`src/rtl/lru_cache_ctrl.sv`:
```
// Request sequencer between one requester, an external LRU tag/value cache and backing memory.
// Optional read hit/miss statistics counters are enabled by defining LRU_CTRL_STATS_EN.
module lru_cache_ctrl #(
   parameter int TAG_WIDTH   = 8,
   parameter int VALUE_WIDTH = 8
) (
   input  logic                   clk,
   input  logic                   rst,
   input  logic                   cpu_req,
   input  logic                   cpu_we,
   input  logic [TAG_WIDTH-1:0]   cpu_addr,
   input  logic [VALUE_WIDTH-1:0] cpu_wdata,
   output logic                   cpu_ready,
   output logic                   cpu_done,
   output logic [VALUE_WIDTH-1:0] cpu_rdata,
   input  logic                   inv_req,
   input  logic [TAG_WIDTH-1:0]   inv_addr,
   output logic [TAG_WIDTH-1:0]   cache_search_tag,
   output logic [TAG_WIDTH-1:0]   cache_new_tag,
   output logic [VALUE_WIDTH-1:0] cache_new_value,
   output logic                   cache_we,
   output logic                   cache_invalidate,
   input  logic                   cache_miss,
   input  logic [VALUE_WIDTH-1:0] cache_rvalue,
`ifdef LRU_CTRL_STATS_EN
   output logic [15:0]            hit_cnt,
   output logic [15:0]            miss_cnt,
`endif
   output logic                   mem_req,
   output logic                   mem_we,
   output logic [TAG_WIDTH-1:0]   mem_addr,
   output logic [VALUE_WIDTH-1:0] mem_wdata,
   input  logic                   mem_ack,
   input  logic [VALUE_WIDTH-1:0] mem_rdata
);

   typedef enum logic [2:0] {
      S_IDLE, S_LOOKUP, S_MEM_RD, S_FILL, S_MEM_WR, S_UPDATE, S_INV
   } state_t;

   state_t                 r_state, w_next;
   logic [TAG_WIDTH-1:0]   r_addr, r_inv_addr;
   logic [VALUE_WIDTH-1:0] r_wdata, r_mem_data, r_rdata;
   logic                   r_we, r_done, r_hit_pend;

   always_ff @(posedge clk or negedge rst) begin
      if (!rst) r_state <= S_IDLE;
      else      r_state <= w_next;
   end

   // Outputs are decoded from the state register only, so reset clears them asynchronously.
   always_comb begin
      w_next           = r_state;
      cpu_ready        = 1'b0;
      cache_search_tag = '0;
      cache_new_tag    = '0;
      cache_new_value  = '0;
      cache_we         = 1'b0;
      cache_invalidate = 1'b0;
      mem_req          = 1'b0;
      mem_we           = 1'b0;
      mem_addr         = '0;
      mem_wdata        = '0;
      case (r_state)
         S_IDLE: begin
            cpu_ready = 1'b1;
            if (inv_req)      w_next = S_INV;
            else if (cpu_req) w_next = S_LOOKUP;
         end
         S_INV: begin
            cache_search_tag = r_inv_addr;
            cache_invalidate = 1'b1;
            w_next           = S_IDLE;
         end
         S_LOOKUP: begin
            cache_search_tag = r_addr;
            if (r_we)            w_next = S_MEM_WR;
            else if (cache_miss) w_next = S_MEM_RD;
            else                 w_next = S_IDLE;
         end
         S_MEM_RD: begin
            mem_req  = 1'b1;
            mem_addr = r_addr;
            if (mem_ack) w_next = S_FILL;
         end
         S_FILL: begin
            cache_we        = 1'b1;
            cache_new_tag   = r_addr;
            cache_new_value = r_mem_data;
            w_next          = S_IDLE;
         end
         S_MEM_WR: begin
            mem_req   = 1'b1;
            mem_we    = 1'b1;
            mem_addr  = r_addr;
            mem_wdata = r_wdata;
            if (mem_ack) w_next = S_UPDATE;
         end
         S_UPDATE: begin
            cache_we        = 1'b1;
            cache_new_tag   = r_addr;
            cache_new_value = r_wdata;
            w_next          = S_IDLE;
         end
         default: w_next = S_IDLE;
      endcase
   end

   // A read hit returns to IDLE at once; r_hit_pend delays its done pulse by one cycle.
   always_ff @(posedge clk or negedge rst) begin
      if (!rst) begin
         r_addr     <= '0;
         r_inv_addr <= '0;
         r_wdata    <= '0;
         r_we       <= 1'b0;
         r_mem_data <= '0;
         r_rdata    <= '0;
         r_done     <= 1'b0;
         r_hit_pend <= 1'b0;
      end else begin
         r_done     <= r_hit_pend;
         r_hit_pend <= 1'b0;
         case (r_state)
            S_IDLE: begin
               if (inv_req) begin
                  r_inv_addr <= inv_addr;
               end else if (cpu_req) begin
                  r_addr  <= cpu_addr;
                  r_we    <= cpu_we;
                  r_wdata <= cpu_wdata;
               end
            end
            S_LOOKUP: begin
               if (!r_we && !cache_miss) begin
                  r_rdata    <= cache_rvalue;
                  r_hit_pend <= 1'b1;
               end
            end
            S_MEM_RD: if (mem_ack) r_mem_data <= mem_rdata;
            S_FILL: begin
               r_rdata <= r_mem_data;
               r_done  <= 1'b1;
            end
            S_UPDATE: r_done <= 1'b1;
            default: ;
         endcase
      end
   end

   assign cpu_done  = r_done;
   assign cpu_rdata = r_rdata;

`ifdef LRU_CTRL_STATS_EN
   logic [15:0] r_hit_cnt, r_miss_cnt;

   always_ff @(posedge clk or negedge rst) begin
      if (!rst) begin
         r_hit_cnt  <= '0;
         r_miss_cnt <= '0;
      end else if (r_state == S_LOOKUP && !r_we) begin
         if (cache_miss) begin
            if (r_miss_cnt != 16'hFFFF) r_miss_cnt <= r_miss_cnt + 16'd1;
         end else begin
            if (r_hit_cnt != 16'hFFFF) r_hit_cnt <= r_hit_cnt + 16'd1;
         end
      end
   end

   assign hit_cnt  = r_hit_cnt;
   assign miss_cnt = r_miss_cnt;
`endif

endmodule
```
`config.mk`:
```
export PLATFORM = sky130hd
export DESIGN_NAME = lru_cache_ctrl
export DESIGN_NICKNAME = d
export VERILOG_FILES = /design/src/rtl/lru_cache_ctrl.sv
export SDC_FILE = /design/constraint.sdc
export NUM_CORES = 1
export LEC_CHECK = 0
export ABC_AREA = 1
export CELL_PAD_IN_SITES_DETAIL_PLACEMENT = 0
export CELL_PAD_IN_SITES_GLOBAL_PLACEMENT = 1
export CORE_ASPECT_RATIO = 1.5
export CORE_MARGIN = 3
export CORE_UTILIZATION = 32
export DETAILED_ROUTE_END_ITERATION = 8
export GPL_TIMING_DRIVEN = 0
export PLACE_DENSITY = 0.87
export SLEW_MARGIN = 10
export SYNTH_ARGS = -nofsm -noshare
export SYNTH_HDL_FRONTEND = slang
export SYNTH_SLANG_ARGS = --single-unit
```
`constraint.sdc`:
```
create_clock -name clk -period 2.1 [get_ports clk]
set_input_delay 0.63 -clock clk [delete_from_list [all_inputs] [get_ports clk]]
set_output_delay 0.63 -clock clk [all_outputs]
set_load 0.01 [all_outputs]
```
# Word level (Yosys, flattened, before mapping)
# Index checks and enable logic that the tools add are counted.
totals:
  ff_bits: 46
  latchBits: 0
  ram_bits: 0
  rom_bits: 0
  input_bits: 47
  out_inout_bits: 54
  memories: 0
op_classes:
  n_addsub: 0
  n_mul: 0
  div_mod_pow: 0
  order_cmp: 0
  eq_ne: 10
  n_shift: 0
  muxes: 22
  bitwise_logic: 1
  reduce_logical: 12
op_table:
  columns: ["op", "n"]
  rows:
  - ["$pmux W8 S2", 3]
  - ["$mux W8", 4]
  - ["$mux W3", 5]
  - ["$pmux W3 S4", 1]
  - ["$eq A3 B3 Y1 const B", 3]
  - ["$mux W1", 8]
  - ["$eq A3 B2 Y1 const B", 2]
  - ["$ne A2 B2 Y1 const B", 3]
  - ["$reduce_and A2 Y1", 3]
  - ["$reduce_and A3 Y1", 2]
  - ["$reduce_or A2 Y1", 2]
  - ["$eq A3 B1 Y1 const B", 1]
  - ["$logic_not A3 Y1", 1]
  - ["$ne A3 B3 Y1 const B", 1]
  - ["$logic_not A1 Y1", 2]
  - ["$mux W2", 1]
  - ["$reduce_bool A2 Y1", 1]
  - ["$logic_and A1 B1 Y1", 1]
  - ["$not A1 Y1", 1]

# Logic depth before layout (Yosys ltp)
logic_depth:
  word_depth: 4
  ltp_mapped: 8
  depth_no_buf: 6

# Worst setup path after synthesis
# OpenSTA, ideal clock, no wires.
synth_timing:
  path_kind: "register to output"
  start: "reg r_state[2]"
  end: "out mem_addr[0]"
  arrival_time_ps: 1195
  setup_slack_ps: 275
  path_stages_with_launch: 7
  path_buffers: 1
  path_cell_list: "dfrtp_1 > inv_2 > buf_2 > nand3_1 > nand2_1 > inv_2 > nor2_1"
synth_between:
  elab_chain_len: 3
  word_cells_on_any_way: 4
  classes_between: "2 x eq/ne; 1 x mux; 1 x reduce/logical"
synth_lines:
  columns: ["element", "line", "source"]
  rows:
  - ["from (decl)", "41", "state_t r_state, w_next;"]
  - ["from (signal assigned)", "48", "else r_state <= w_next;"]
  - ["$eq A3 B3 Y1 / $eq A3 B2 Y1 (equally long branches)", "64", "case (r_state)"]
  - ["$reduce_or A2 Y1 (no source line) *", null, null]
  - ["$mux W8 *", "64", null]
  - ["to (decl)", "31", "output logic [TAG_WIDTH-1:0] mem_addr,"]
# Every way passes the cells marked *; elsewhere a longest branch is shown, timed or not.

# Worst setup path after layout
layout_timing:
  start: "reg r_state[2]"
  end: "out cache_new_tag[4]"
layout_between:
  elab_chain_len: 3
  word_cells_on_any_way: 4
  classes_between: "2 x eq/ne; 1 x mux; 1 x reduce/logical"
layout_lines:
  columns: ["element", "line", "source"]
  rows:
  - ["$eq A3 B3 Y1 / $eq A3 B2 Y1 (equally long branches)", "64", null]
  - ["$reduce_or A2 Y1 (no source line) *", null, null]
  - ["$mux W8 *", "64", null]
  - ["to (decl)", "19", "output logic [TAG_WIDTH-1:0] cache_new_tag,"]
# Marked as above.

==> results.json <==
{
  "status": "finished, violations left",
  "violations": "setup timing",
  "vias": 2565,
  "grtUsageTotal": 0.181,
  "fp-row-count": 37,
  "end_kind": "output port",
  "first_iter_violations": 119,
  "fmax_mhz": 453,
  "worstMarginPinSlew_ps": 401,
  "hp-class": "in2async",
  "clock_path_buffers": 2,
  "grt-ovfl-total": 0,
  "start_util": 0.336,
  "diodes": 0,
  "die_x_um": 76.0,
  "clock_latency_ps": 300,
  "fin_ws_ps": -109,
  "slew_headroom": 0.733,
  "dieArea_mm2": 0.00843,
  "rsz0062_at_grt": "true",
  "ys_types": 20,
  "wirelength_um": 7920,
  "setup.worst_path.start": "r_state[2]",
  "clkTransAtPathRegs_ps": 90,
  "place.gp.congestion": 0.837,
  "clkSinkCount": 46,
  "hold_violations": 0,
  "grt_pass1_wl_um": 12300,
  "setup_viol_count_final": 18,
  "dp_hpwl_um": 5600,
  "period_share": 1.05,
  "hold_buffers": 0,
  "synth.largest_area_cell": "dfrtp_1",
  "syn_avg_cell_area_um2": 7.48,
  "nFillCells": 669,
  "synth.yosys.seq_area_share": 0.490,
  "antenna_found_initial": 0,
  "synth_area_mm2": 0.00235,
  "power.leakage_uw": 0.00206,
  "p_per_area_mw_per_mm2": 1340,
  "portBuffers": 99,
  "cts_buffers": 5,
  "syn_to_final_growth_pct": 68.2,
  "nets": 501,
  "drv_cap": 0,
  "cp-start-kind": "flip-flop",
  "fp.coreArea_mm2": 0.00699,
  "wl_per_cell_um": 14.3,
  "required_ps": 1470,
  "grt_pass1_vias": 2512,
  "yosys.area.top_type_share": 0.490,
  "synth.top_cells.by_area": "dfrtp_1, nand2_1, nand3_1",
  "fin_setup_tns_ps": -1140,
  "ir_drop_mv": 0.603,
  "cp.arrival_ps": 1580,
  "vias_per_cell": 4.65,
  "postRouteAntennaNets": 0,
  "worst-path-max-fanout": 8,
  "final_max_slew_viol_count": 0,
  "cts_tree": "built",
  "grt_max_degree": 33,
  "r2r_start": "r_state[2]",
  "ys_ff_latch": 46,
  "firstDrtPassIters": 5,
  "instances_no_fill": 552,
  "final_common_cell": "nand2_1",
  "critPathKind": "reg2out",
  "htree_levels": 2,
  "io_pins": 101,
  "layout_common_cells": "nand2_1, clkdlybuf4s50_1, dfrtp_1, buf_2, nand3_1",
  "finalClockSkew_ps": 5.34,
  "die_y_um": 111,
  "min_period_ps": 2210,
  "syn_inst": 314,
  "clock-root-buffer": "clkbuf_8",
  "placedCellCount": 511,
  "syn-num-nets": 361,
  "final_layout_size_suffix_gt1_frac": 0.332,
  "yosys_warnings": 0,
  "drcViolationCount": 0
}
-- report_power, final --
| group | internal [uW] | switching (uW) |
|---|---|---|
| clock network | 354 | 314 |
| registers | 1290 | 226 |
| logic | 1380 | 1720 |
| total | 3020 | 2260 |
-- layer usage --
metal / vias to the layer above / GRT usage / routed length (um)
li1: 1273 / - / -
met1: 1240 / 0.199 / 3060
met2: 46 / 0.350 / 4580
met3: 6 / 0.0244 / 191
met4: 0 / 0.0653 / 93
met5: - / 0 / 0
-- area by class of cell --
cell class,count,area (um2),share of cell area
plain buffers,14,121,0.0307
clock buffers,5,68.8,0.0174
inverters,33,141,0.0358
clock inverters,3,45.0,0.0114
repair inverters,1,7.51,0.00190
well taps,97,121,0.0307
repair buffers,131,1080,0.275
multi-input cells,222,1210,0.306
flip-flops and latches,46,1150,0.291
-- worst max-delay path: stages, from the launching register on --
cell     delay (ps)
dfrtp_1         430
inv_2            90
buf_6           130
nor2_4          140
nand2_4          90
nand2_4         100
inv_6            60
nor2_2          100
buf_2           130
-- flip-flops by register name, indices dropped and copies added (netlist names) --
signal,flops
cpu_rdata,8
r_addr,8
r_inv_addr,8
r_mem_data,8
r_wdata,8
r_state,3
cpu_done,1
r_hit_pend,1
r_we,1
-- cell families (layout without fill, tap and decap cells) --
family,after synthesis,after routing,share of synthesized area
buf+inv,47,187,0.0905
flops,46,46,0.490
simple gates,196,197,0.366
compound gates,25,25,0.0532
-- synthesized netlist by cell type, drive strengths merged --
| cell | count |
|---|---|
| or2 | 1 |
| inv | 32 |
| nand4 | 9 |
| clkinv | 1 |
| buf | 12 |
| nand2 | 112 |
| dfrtp | 46 |
| clkbuf | 2 |
| nor2 | 33 |
| nand3 | 41 |
| o21ai | 25 |
-- worst paths after layout --
kind                                    end  slack [ps]  cells after the start
max reg2reg                   r_mem_data[5]         490                      7
min reg2reg                        cpu_done         430                      1
min                           r_mem_data[7]         230                      1
min in group clk                   cpu_done         430                      1
max                        cache_new_tag[4]        -110                      8
max in group asynchronous         r_addr[2]        1360                      2
-- metrics by stage --
step | utilization | hold WS, ps | total power (uW) | setup WS [ps] | area [um2]
6_report | 0.565 | 234 | 5280 | -109 | 3950
5_1_grt | 0.565 | 243 | 5670 | -163 | 3950
4_1_cts | 0.520 | 229 | 4730 | -48.7 | 3630
3_5_place_dp | 0.497 | 421 | 3840 | -304 | 3480
3_3_place_gp | 0.495 | 413 | 3810 | -900 | 3460
2_1_floorplan | - | 334 | 2760 | 275 | 2350
-- repair_timing --
item	4_1_cts	5_1_grt
pin swaps	8	11
buffers inserted	12	18
gates cloned	2	1
gates resized for setup	223	64
setup endpoints to repair	45	44
No activity file was read; power rests on OpenSTA's default activity.
